**src/rtl/fp_mul_iter_if.sv**
```systemverilog
// fp_mul_iter_if: operand/result valid-ready bundle for fp_mul_iter.
interface fp_mul_iter_if #(
  parameter int exp_width = 8,
  parameter int mant_width = 24
);
  logic valid_in;
  logic ready_out;
  logic [exp_width+mant_width-1:0] a;
  logic [exp_width+mant_width-1:0] b;
  logic [2:0] round_mode;
  logic valid_out;
  logic ready_in;
  logic [exp_width+mant_width-1:0] out;
  logic [4:0] exceptions;
  modport master (output valid_in, a, b, round_mode, ready_in, input ready_out, valid_out, out, exceptions);
  modport slave (input valid_in, a, b, round_mode, ready_in, output ready_out, valid_out, out, exceptions);
endinterface

```
**src/rtl/fp_mul_iter.sv**
```systemverilog
// fp_mul_iter: iterative radix-2^RADIX_BITS IEEE-754 multiplier with valid/ready handshake.
// Define FP_MUL_ITER_EARLY_OUT_EN to send NaN/inf/zero operands straight to rounding.
module fp_mul_iter #(
  parameter int exp_width = 8,
  parameter int mant_width = 24,
  parameter int RADIX_BITS = 4
) (
  input logic clk,
  input logic rst_l,
  fp_mul_iter_if.slave io
);
  localparam int E = exp_width, M = mant_width, W = E + M, R = RADIX_BITS, P = 2 * M;
  localparam int ITER = (M + R - 1) / R;
  localparam int CW = $clog2(ITER + 1);
  localparam int XW = E + $clog2(M) + 3;
  localparam logic signed [XW-1:0] BIAS_X = XW'((1 << (E - 1)) - 1);
  localparam logic signed [XW-1:0] EMIN_X = XW'(2 - (1 << (E - 1)));
  localparam logic signed [XW-1:0] EMIN1_X = XW'(1 - (1 << (E - 1)));
  localparam logic signed [XW-1:0] SHMAX = XW'(M + 2);
  typedef enum logic [1:0] {IDLE, MUL, ROUND, DONE} state_t;
  state_t r_state;
  logic r_valid, r_sign, r_nan, r_nv, r_inf, r_zero;
  logic [2:0] r_rm;
  logic [4:0] r_exc;
  logic [W-1:0] r_out;
  logic [M-1:0] r_mplr;
  logic [P-1:0] r_mcand, r_acc;
  logic [CW-1:0] r_cnt;
  logic signed [XW-1:0] r_exp_sum;
  function automatic int lzc(input logic [M-1:0] m);
    lzc = M;
    for (int i = 0; i < M; i++) if (m[i]) lzc = M - 1 - i;
  endfunction
  function automatic logic is_nan(input logic [W-1:0] x);
    return (&x[W-2:M-1]) & (|x[M-2:0]);
  endfunction
  function automatic logic is_inf(input logic [W-1:0] x);
    return (&x[W-2:M-1]) & ~(|x[M-2:0]);
  endfunction
  function automatic logic is_zero(input logic [W-1:0] x);
    return ~(|x[W-2:0]);
  endfunction
  function automatic logic [M-1:0] norm_m(input logic [W-1:0] x);
    logic [M-1:0] m;
    m = {|x[W-2:M-1], x[M-2:0]};
    return m << lzc(m);
  endfunction
  // Unbiased exponent; subnormals are renormalised so the hidden bit is always set.
  function automatic logic signed [XW-1:0] norm_e(input logic [W-1:0] x);
    return |x[W-2:M-1] ? XW'(x[W-2:M-1]) - BIAS_X : EMIN_X - XW'(lzc({1'b0, x[M-2:0]}));
  endfunction
  function automatic logic rinc(input logic [2:0] rm, input logic sg, input logic lsb, input logic g, input logic s);
    return rm == 3'd1 ? 1'b0 : rm == 3'd2 ? sg & (g | s) : rm == 3'd3 ? ~sg & (g | s) : rm == 3'd4 ? g : g & (s | lsb);
  endfunction
  logic w_ready, w_accept, w_skip, w_nan, w_inf, w_zero, w_nv;
  assign w_ready = r_state == IDLE || (r_state == DONE && io.ready_in);
  assign w_accept = io.valid_in && w_ready;
  assign io.ready_out = w_ready;
  assign io.valid_out = r_valid;
  assign io.out = r_out;
  assign io.exceptions = r_exc;
  assign w_nan = is_nan(io.a) | is_nan(io.b);
  assign w_inf = is_inf(io.a) | is_inf(io.b);
  assign w_zero = is_zero(io.a) | is_zero(io.b);
  assign w_nv = (is_nan(io.a) & ~io.a[M-2]) | (is_nan(io.b) & ~io.b[M-2]) |
                (is_inf(io.a) & is_zero(io.b)) | (is_zero(io.a) & is_inf(io.b));
`ifdef FP_MUL_ITER_EARLY_OUT_EN
  assign w_skip = w_nan | w_inf | w_zero;
`else
  assign w_skip = 1'b0;
`endif
  logic w_hi, w_tiny_pre, w_tiny, w_inc, w_inc0, w_of, w_nx, w_ovf_inf;
  logic [P-1:0] w_sig;
  logic [M+1:0] w_v0, w_v, w_mask;
  logic [XW-1:0] w_sh;
  logic signed [XW-1:0] w_e, w_dist, w_er, w_ex;
  logic [M:0] w_r;
  logic [M-1:0] w_mant;
  logic [W-1:0] w_inf_v, w_res;
  logic [4:0] w_exc;
  // Product is compressed to {significand, guard, sticky} before any denormalising shift.
  always_comb begin
    w_hi = r_acc[P-1];
    w_e = r_exp_sum + XW'(w_hi);
    w_sig = w_hi ? r_acc : r_acc << 1;
    w_v0 = {w_sig[P-1:M-1], |w_sig[M-2:0]};
    w_tiny_pre = w_e < EMIN_X;
    w_dist = EMIN_X - w_e;
    w_sh = w_tiny_pre ? (w_dist > SHMAX ? SHMAX : w_dist) : '0;
    w_mask = ~({(M+2){1'b1}} << w_sh);
    w_v = (w_v0 >> w_sh) | {{(M+1){1'b0}}, |(w_v0 & w_mask)};
    w_er = w_tiny_pre ? EMIN_X : w_e;
    w_inc = rinc(r_rm, r_sign, w_v[2], w_v[1], w_v[0]);
    w_inc0 = rinc(r_rm, r_sign, w_v0[2], w_v0[1], w_v0[0]);
    w_r = {1'b0, w_v[M+1:2]} + (M+1)'(w_inc);
    w_mant = w_r[M] ? w_r[M:1] : w_r[M-1:0];
    w_ex = w_er + XW'(w_r[M]);
    w_of = w_ex > BIAS_X;
    w_nx = w_v[1] | w_v[0];
    w_tiny = w_tiny_pre & ~(w_e == EMIN1_X && (&w_v0[M+1:2]) && w_inc0);
    w_ovf_inf = ~(r_rm == 3'd1 || (r_rm == 3'd2 && !r_sign) || (r_rm == 3'd3 && r_sign));
    w_inf_v = {r_sign, {E{1'b1}}, {(M-1){1'b0}}};
    w_res = r_nan ? {1'b0, {E{1'b1}}, 1'b1, {(M-2){1'b0}}} : r_inf ? w_inf_v :
            r_zero ? {r_sign, {(W-1){1'b0}}} :
            w_of ? (w_ovf_inf ? w_inf_v : {r_sign, {(E-1){1'b1}}, 1'b0, {(M-1){1'b1}}}) :
            {r_sign, w_mant[M-1] ? E'(w_ex + BIAS_X) : {E{1'b0}}, w_mant[M-2:0]};
    w_exc = r_nan ? {r_nv, 4'b0} : (r_inf | r_zero) ? 5'b0 : {2'b0, w_of, w_tiny & w_nx, w_nx | w_of};
  end
  always_ff @(posedge clk)
    if (!rst_l) begin
      r_state <= IDLE;
      r_valid <= 1'b0;
      r_out <= '0;
      r_exc <= '0;
      r_acc <= '0;
      r_cnt <= '0;
    end else begin
      case (r_state)
        MUL: begin
          r_acc <= r_acc + r_mcand * P'(r_mplr[R-1:0]);
          r_mcand <= r_mcand << R;
          r_mplr <= r_mplr >> R;
          r_cnt <= r_cnt + CW'(1);
          if (r_cnt == CW'(ITER - 1)) r_state <= ROUND;
        end
        ROUND: begin
          r_out <= w_res;
          r_exc <= w_exc;
          r_valid <= 1'b1;
          r_state <= DONE;
        end
        DONE: if (io.ready_in) begin
          r_valid <= 1'b0;
          r_state <= IDLE;
        end
        default: ;
      endcase
      if (w_accept) begin
        r_sign <= io.a[W-1] ^ io.b[W-1];
        r_rm <= io.round_mode;
        r_exp_sum <= norm_e(io.a) + norm_e(io.b);
        r_mcand <= {{M{1'b0}}, norm_m(io.a)};
        r_mplr <= norm_m(io.b);
        r_acc <= '0;
        r_cnt <= '0;
        r_nan <= w_nan | w_nv;
        r_nv <= w_nv;
        r_inf <= w_inf;
        r_zero <= w_zero;
        r_state <= w_skip ? ROUND : MUL;
      end
    end
endmodule

```
**src/flat_wrapper.sv**
```systemverilog
// flat-port wrapper written by rule: the top's interface ports become plain ports
module fp_mul_iter_flat 
#(
  parameter int exp_width = 8,
  parameter int mant_width = 24,
  parameter int RADIX_BITS = 4
)
  (clk, rst_l, io_valid_in, io_a, io_b, io_round_mode, io_ready_in, io_ready_out, io_valid_out, io_out, io_exceptions);
  fp_mul_iter_if #(.exp_width(exp_width), .mant_width(mant_width)) io_i ();
  input logic clk;
  input logic rst_l;
  input wire logic [$bits(io_i.valid_in)-1:0] io_valid_in;
  input wire logic [$bits(io_i.a)-1:0] io_a;
  input wire logic [$bits(io_i.b)-1:0] io_b;
  input wire logic [$bits(io_i.round_mode)-1:0] io_round_mode;
  input wire logic [$bits(io_i.ready_in)-1:0] io_ready_in;
  output wire logic [$bits(io_i.ready_out)-1:0] io_ready_out;
  output wire logic [$bits(io_i.valid_out)-1:0] io_valid_out;
  output wire logic [$bits(io_i.out)-1:0] io_out;
  output wire logic [$bits(io_i.exceptions)-1:0] io_exceptions;
  assign io_i.valid_in = io_valid_in;
  assign io_i.a = io_a;
  assign io_i.b = io_b;
  assign io_i.round_mode = io_round_mode;
  assign io_i.ready_in = io_ready_in;
  assign io_ready_out = io_i.ready_out;
  assign io_valid_out = io_i.valid_out;
  assign io_out = io_i.out;
  assign io_exceptions = io_i.exceptions;
  fp_mul_iter #(.exp_width(exp_width), .mant_width(mant_width), .RADIX_BITS(RADIX_BITS)) u_core (.clk(clk), .rst_l(rst_l), .io(io_i));
endmodule
```
**config.mk**
```make
export PLATFORM = sky130hd
export DESIGN_NAME = fp_mul_iter_flat
export DESIGN_NICKNAME = d
export VERILOG_FILES = /design/src/rtl/fp_mul_iter_if.sv /design/src/rtl/fp_mul_iter.sv /design/src/flat_wrapper.sv
export SDC_FILE = /design/constraint.sdc
export NUM_CORES = 1
export LEC_CHECK = 0
export ABC_AREA = 1
export CAP_MARGIN = 10
export CORE_MARGIN = 2
export CORE_UTILIZATION = 40
export DETAILED_ROUTE_END_ITERATION = 12
export SLEW_MARGIN = 20
export SYNTH_ARGS = -nofsm -noshare
export SYNTH_HDL_FRONTEND = slang
export SYNTH_SLANG_ARGS = --single-unit
```
**constraint.sdc**
```tcl
create_clock -name clk -period 15.28 [get_ports clk]
set_clock_uncertainty 0.05 [all_clocks]
set_input_delay 3.056 -clock clk [delete_from_list [all_inputs] [get_ports clk]]
set_output_delay 3.056 -clock clk [all_outputs]
set_load 0.05 [all_outputs]
```
==> summary.txt <==
STA
  • Worst-Margin Slew: 1010 ps
  • Setup-failing EPs final: 0
  • Minimum clock period: 9510 ps
  • Fin crit share: 62.2%
  • Fin Setup TNS: 0 ps
  • Slew margin rel.: ~32%
  • RSZ-0062 raised after global routing: false
  • Hold Vio Cnt, Final: 0
  • Max Freq: approximately 110 MHz
  • WHS: 414 ps
  • Final Max Slew Viols: 0

Power
  • Switching share of power: 49.6%
  • Cell internal pwr: 1690 uW
  • Switching power total: 1660 uW
  • Clk pwr share: about 16%
  • Peak supply drop: between 0.09 and 0.1 mV
  • Comb power frac: between 60% and 70%
  • PD cells: 141 nW/um^2
  • Reg power frac: 20.4%
  • Leak pwr: 0.0116 uW

Clocking
  • CTS root buffer: clkbuf_16
  • Max Buffers Root-to-Sink: 2
  • TritonCTS sink count: roughly 190
  • TritonCTS clock tree: yes
  • Postcts setup bufs: 0
  • Num CTS Buffers: 17
  • CTS Hold Bufs: 0
  • Clock Latency Late Sink: 510 ps
  • Post-cts resize count: 0
  • Max H-tree Level: 4
  • Clock-pin slew on the worst setup and hold paths: roughly 80 ps

Logic synthesis
  • Synth top area cells: nand2_1 15%, edfxtp_1 13%, fa_1 12%
  • Mapped cell area: 21,700 sq um
  • Flops & latches, synth: 186
  • Synth Flop Type: edfxtp_1
  • Syn Area/Cell: 6.70 sq um
  • Synth warnings: 0
  • Synth top area share: 15.2%
  • EDFF count, synth: 96
  • Largest area contributor in the netlist: nand2_1
  • Sequential-to-total area share from yosys stat: a little over a fifth
  • Post-synth ARST share: 0%
  • Commonest cells in the netlist: 880 x nand2_1, 490 x inv_1, 280 x o21ai_0, 238 x nand3_1, 228 x nor2_1
  • Distinct cell type count of the synthesized netlist: 67
  • Top-count cell post-synth: nand2_1
  • Syn Inst Count: roughly 3.2k
  • Post-Syn Nets: approximately 3.5k

Finish
  • Final Util: 44.5%
  • Filler instances: 5,656
  • Final Cell Area: 23,900 sq um
  • P&R area growth vs syn: 10.2%
  • Diode count: 0
  • Fraction of layout cells with a size suffix above 1: 4.55%
  • Finished Layout Cells: 3,970
  • Nets: 3,553

Critical path
  • Critical-path maximum fanout: 30
  • Slowest-stage cell, CP: ha_1
  • Crit path kind: reg2reg
  • Worst setup SP type: flip-flop
  • CP required: 15,630 ps
  • Top cell by count, worst path: nand2_1
  • Worst EP arrival: 9860 ps
  • Critical Path Sink Type: flip-flop
  • Critical path's largest stage delay: 700 ps

Die
  • Initial Utilization: 40.3%
  • I/O pin count: 110
  • Number of placement rows: 85
  • Height of the die: 237 um
  • Core area: about 54,000 sq um
  • Die Area: 56,000 sq um
  • Die W: 237 um

Global routing
  • Congestion Overflow GR: 0
  • Gr usage total: about 23%
  • Largest net degree at the start of global routing: 83
  • Global-route wire length before repair: 104,000 um
  • Vias in the first global route: roughly 20k
  • Initial antenna violation count: 2

Placement
  • DP HPWL: roughly 50,000 um
  • Placer Congestion: approximately 0.98
  • Post-DP Area: 23,200 sq um
  • # placed instances: 3,938
  • # port buffers: 108

Run status
  • Status: finished, final reports clean

Routing
  • Iter 0 DRT Violations: 1,594
  • Routed vias/inst: 5.22
  • Final wirelength: 63,600 um
  • Via Count: between 20k and 25k
  • Initial DRT Pass Iterations: 6
  • Drt wl/cell: 16.0 um
  • Residual DRC: 0
  • Routed Antenna Nets: 0

Hold path
  • Hold WC Path Type: reg2reg

Flow run
  • Max-cap violation count: 0
-- sequential cells by signal (all words and copies together), names as in the netlist, 2 cells and up --
name and flops:
u_core.io.out 32, u_core.r_mcand 48, u_core.r_rm 3, u_core.r_state 2, u_core.r_mplr 24, u_core.r_acc 48
u_core.io.exceptions 4, u_core.r_cnt 3, u_core.r_exp_sum 16
-- per-layer routing --
layer / global-route usage, % / wire, um / up-vias
met2: 38.6 / 29600 / 556
met4: 7.21 / 1460 / 4
met5: 0 / 31 / -
li1: - / - / 10500
met1: 31.2 / 29400 / 9602
met3: 3.37 / 3160 / 95
-- metrics by stage --
step	worst slack (ps)	power [uW]
after global placement	6110	2810
final	5770	3360
after global routing	4640	3700
after floorplan	7260	2310
after CTS	5820	3360
after detailed placement	5860	2820
-- path summary, 6_finish.rpt --
path | cells after the start | slack, ps | start | endpoint
max reg2reg | 48 | 5770 | u_core.r_exp_sum[0] | u_core.io.out[11]
max | 48 | 5770 | u_core.r_exp_sum[0] | u_core.io.out[11]
min reg2reg | 2 | 410 | u_core.io.out[15] | u_core.io.out[15]
min | 2 | 410 | u_core.io.out[15] | u_core.io.out[15]
-- placed cells by master, fill, tap and decap left out, types with 56 or more instances in the layout --
cell	instances
o21ai_0	280
nor2_1	227
inv_1	488
clkdlybuf4s50_1	108
fa_1	135
nand2_1	879
edfxtp_1	96
nand3_1	238
a21oi_1	181
dfxtp_1	90
ha_1	86
nand4_1	63
xor2_1	56
-- worst max-delay path, delay by kind of cell, from the launching register on --
kind                       cells  cell delay, ps
and+or+nand+nor               32            4830
adders and majority gates      5            1930
DFF                            1             400
xor gates and xnor gates       1             110
AOI/OAI and AO/OA              6            1430
buffers and inverters          4             600
-- cell type report --
class	instances	area, sq um	area share (%)
Sequential cell	186	4680	19.6
Clock inverter	13	233	0.974
Tap cell	696	871	3.65
Inverter	510	1920	8.05
Clock buffer	19	433	1.81
Timing Repair Buffer	128	1230	5.15
Multi-Input combinational cell	2418	14500	60.8
-- cell families after synthesis --
| kind of cell | synth area share (%) |
|---|---|
| simple gates | 31.0 |
| mux | 0.277 |
| compound gates | 14.0 |
| xor+xnor | 4.09 |
| fa+ha+maj | 17.4 |
| flops | 21.6 |
| buf+inv | 11.5 |
| other cells | 0.0173 |
-- power by group through the flow --
stage                     clock network (uW)  logic, uW  registers (uW)
after floorplan                            0       1620             694
after global placement                     0       2120             695
after detailed placement                   0       2120             695
after CTS                                539       2140             684
after global routing                     554       2450             695
final                                    527       2140             684
Note: power is estimated with default switching activity, not from simulation.
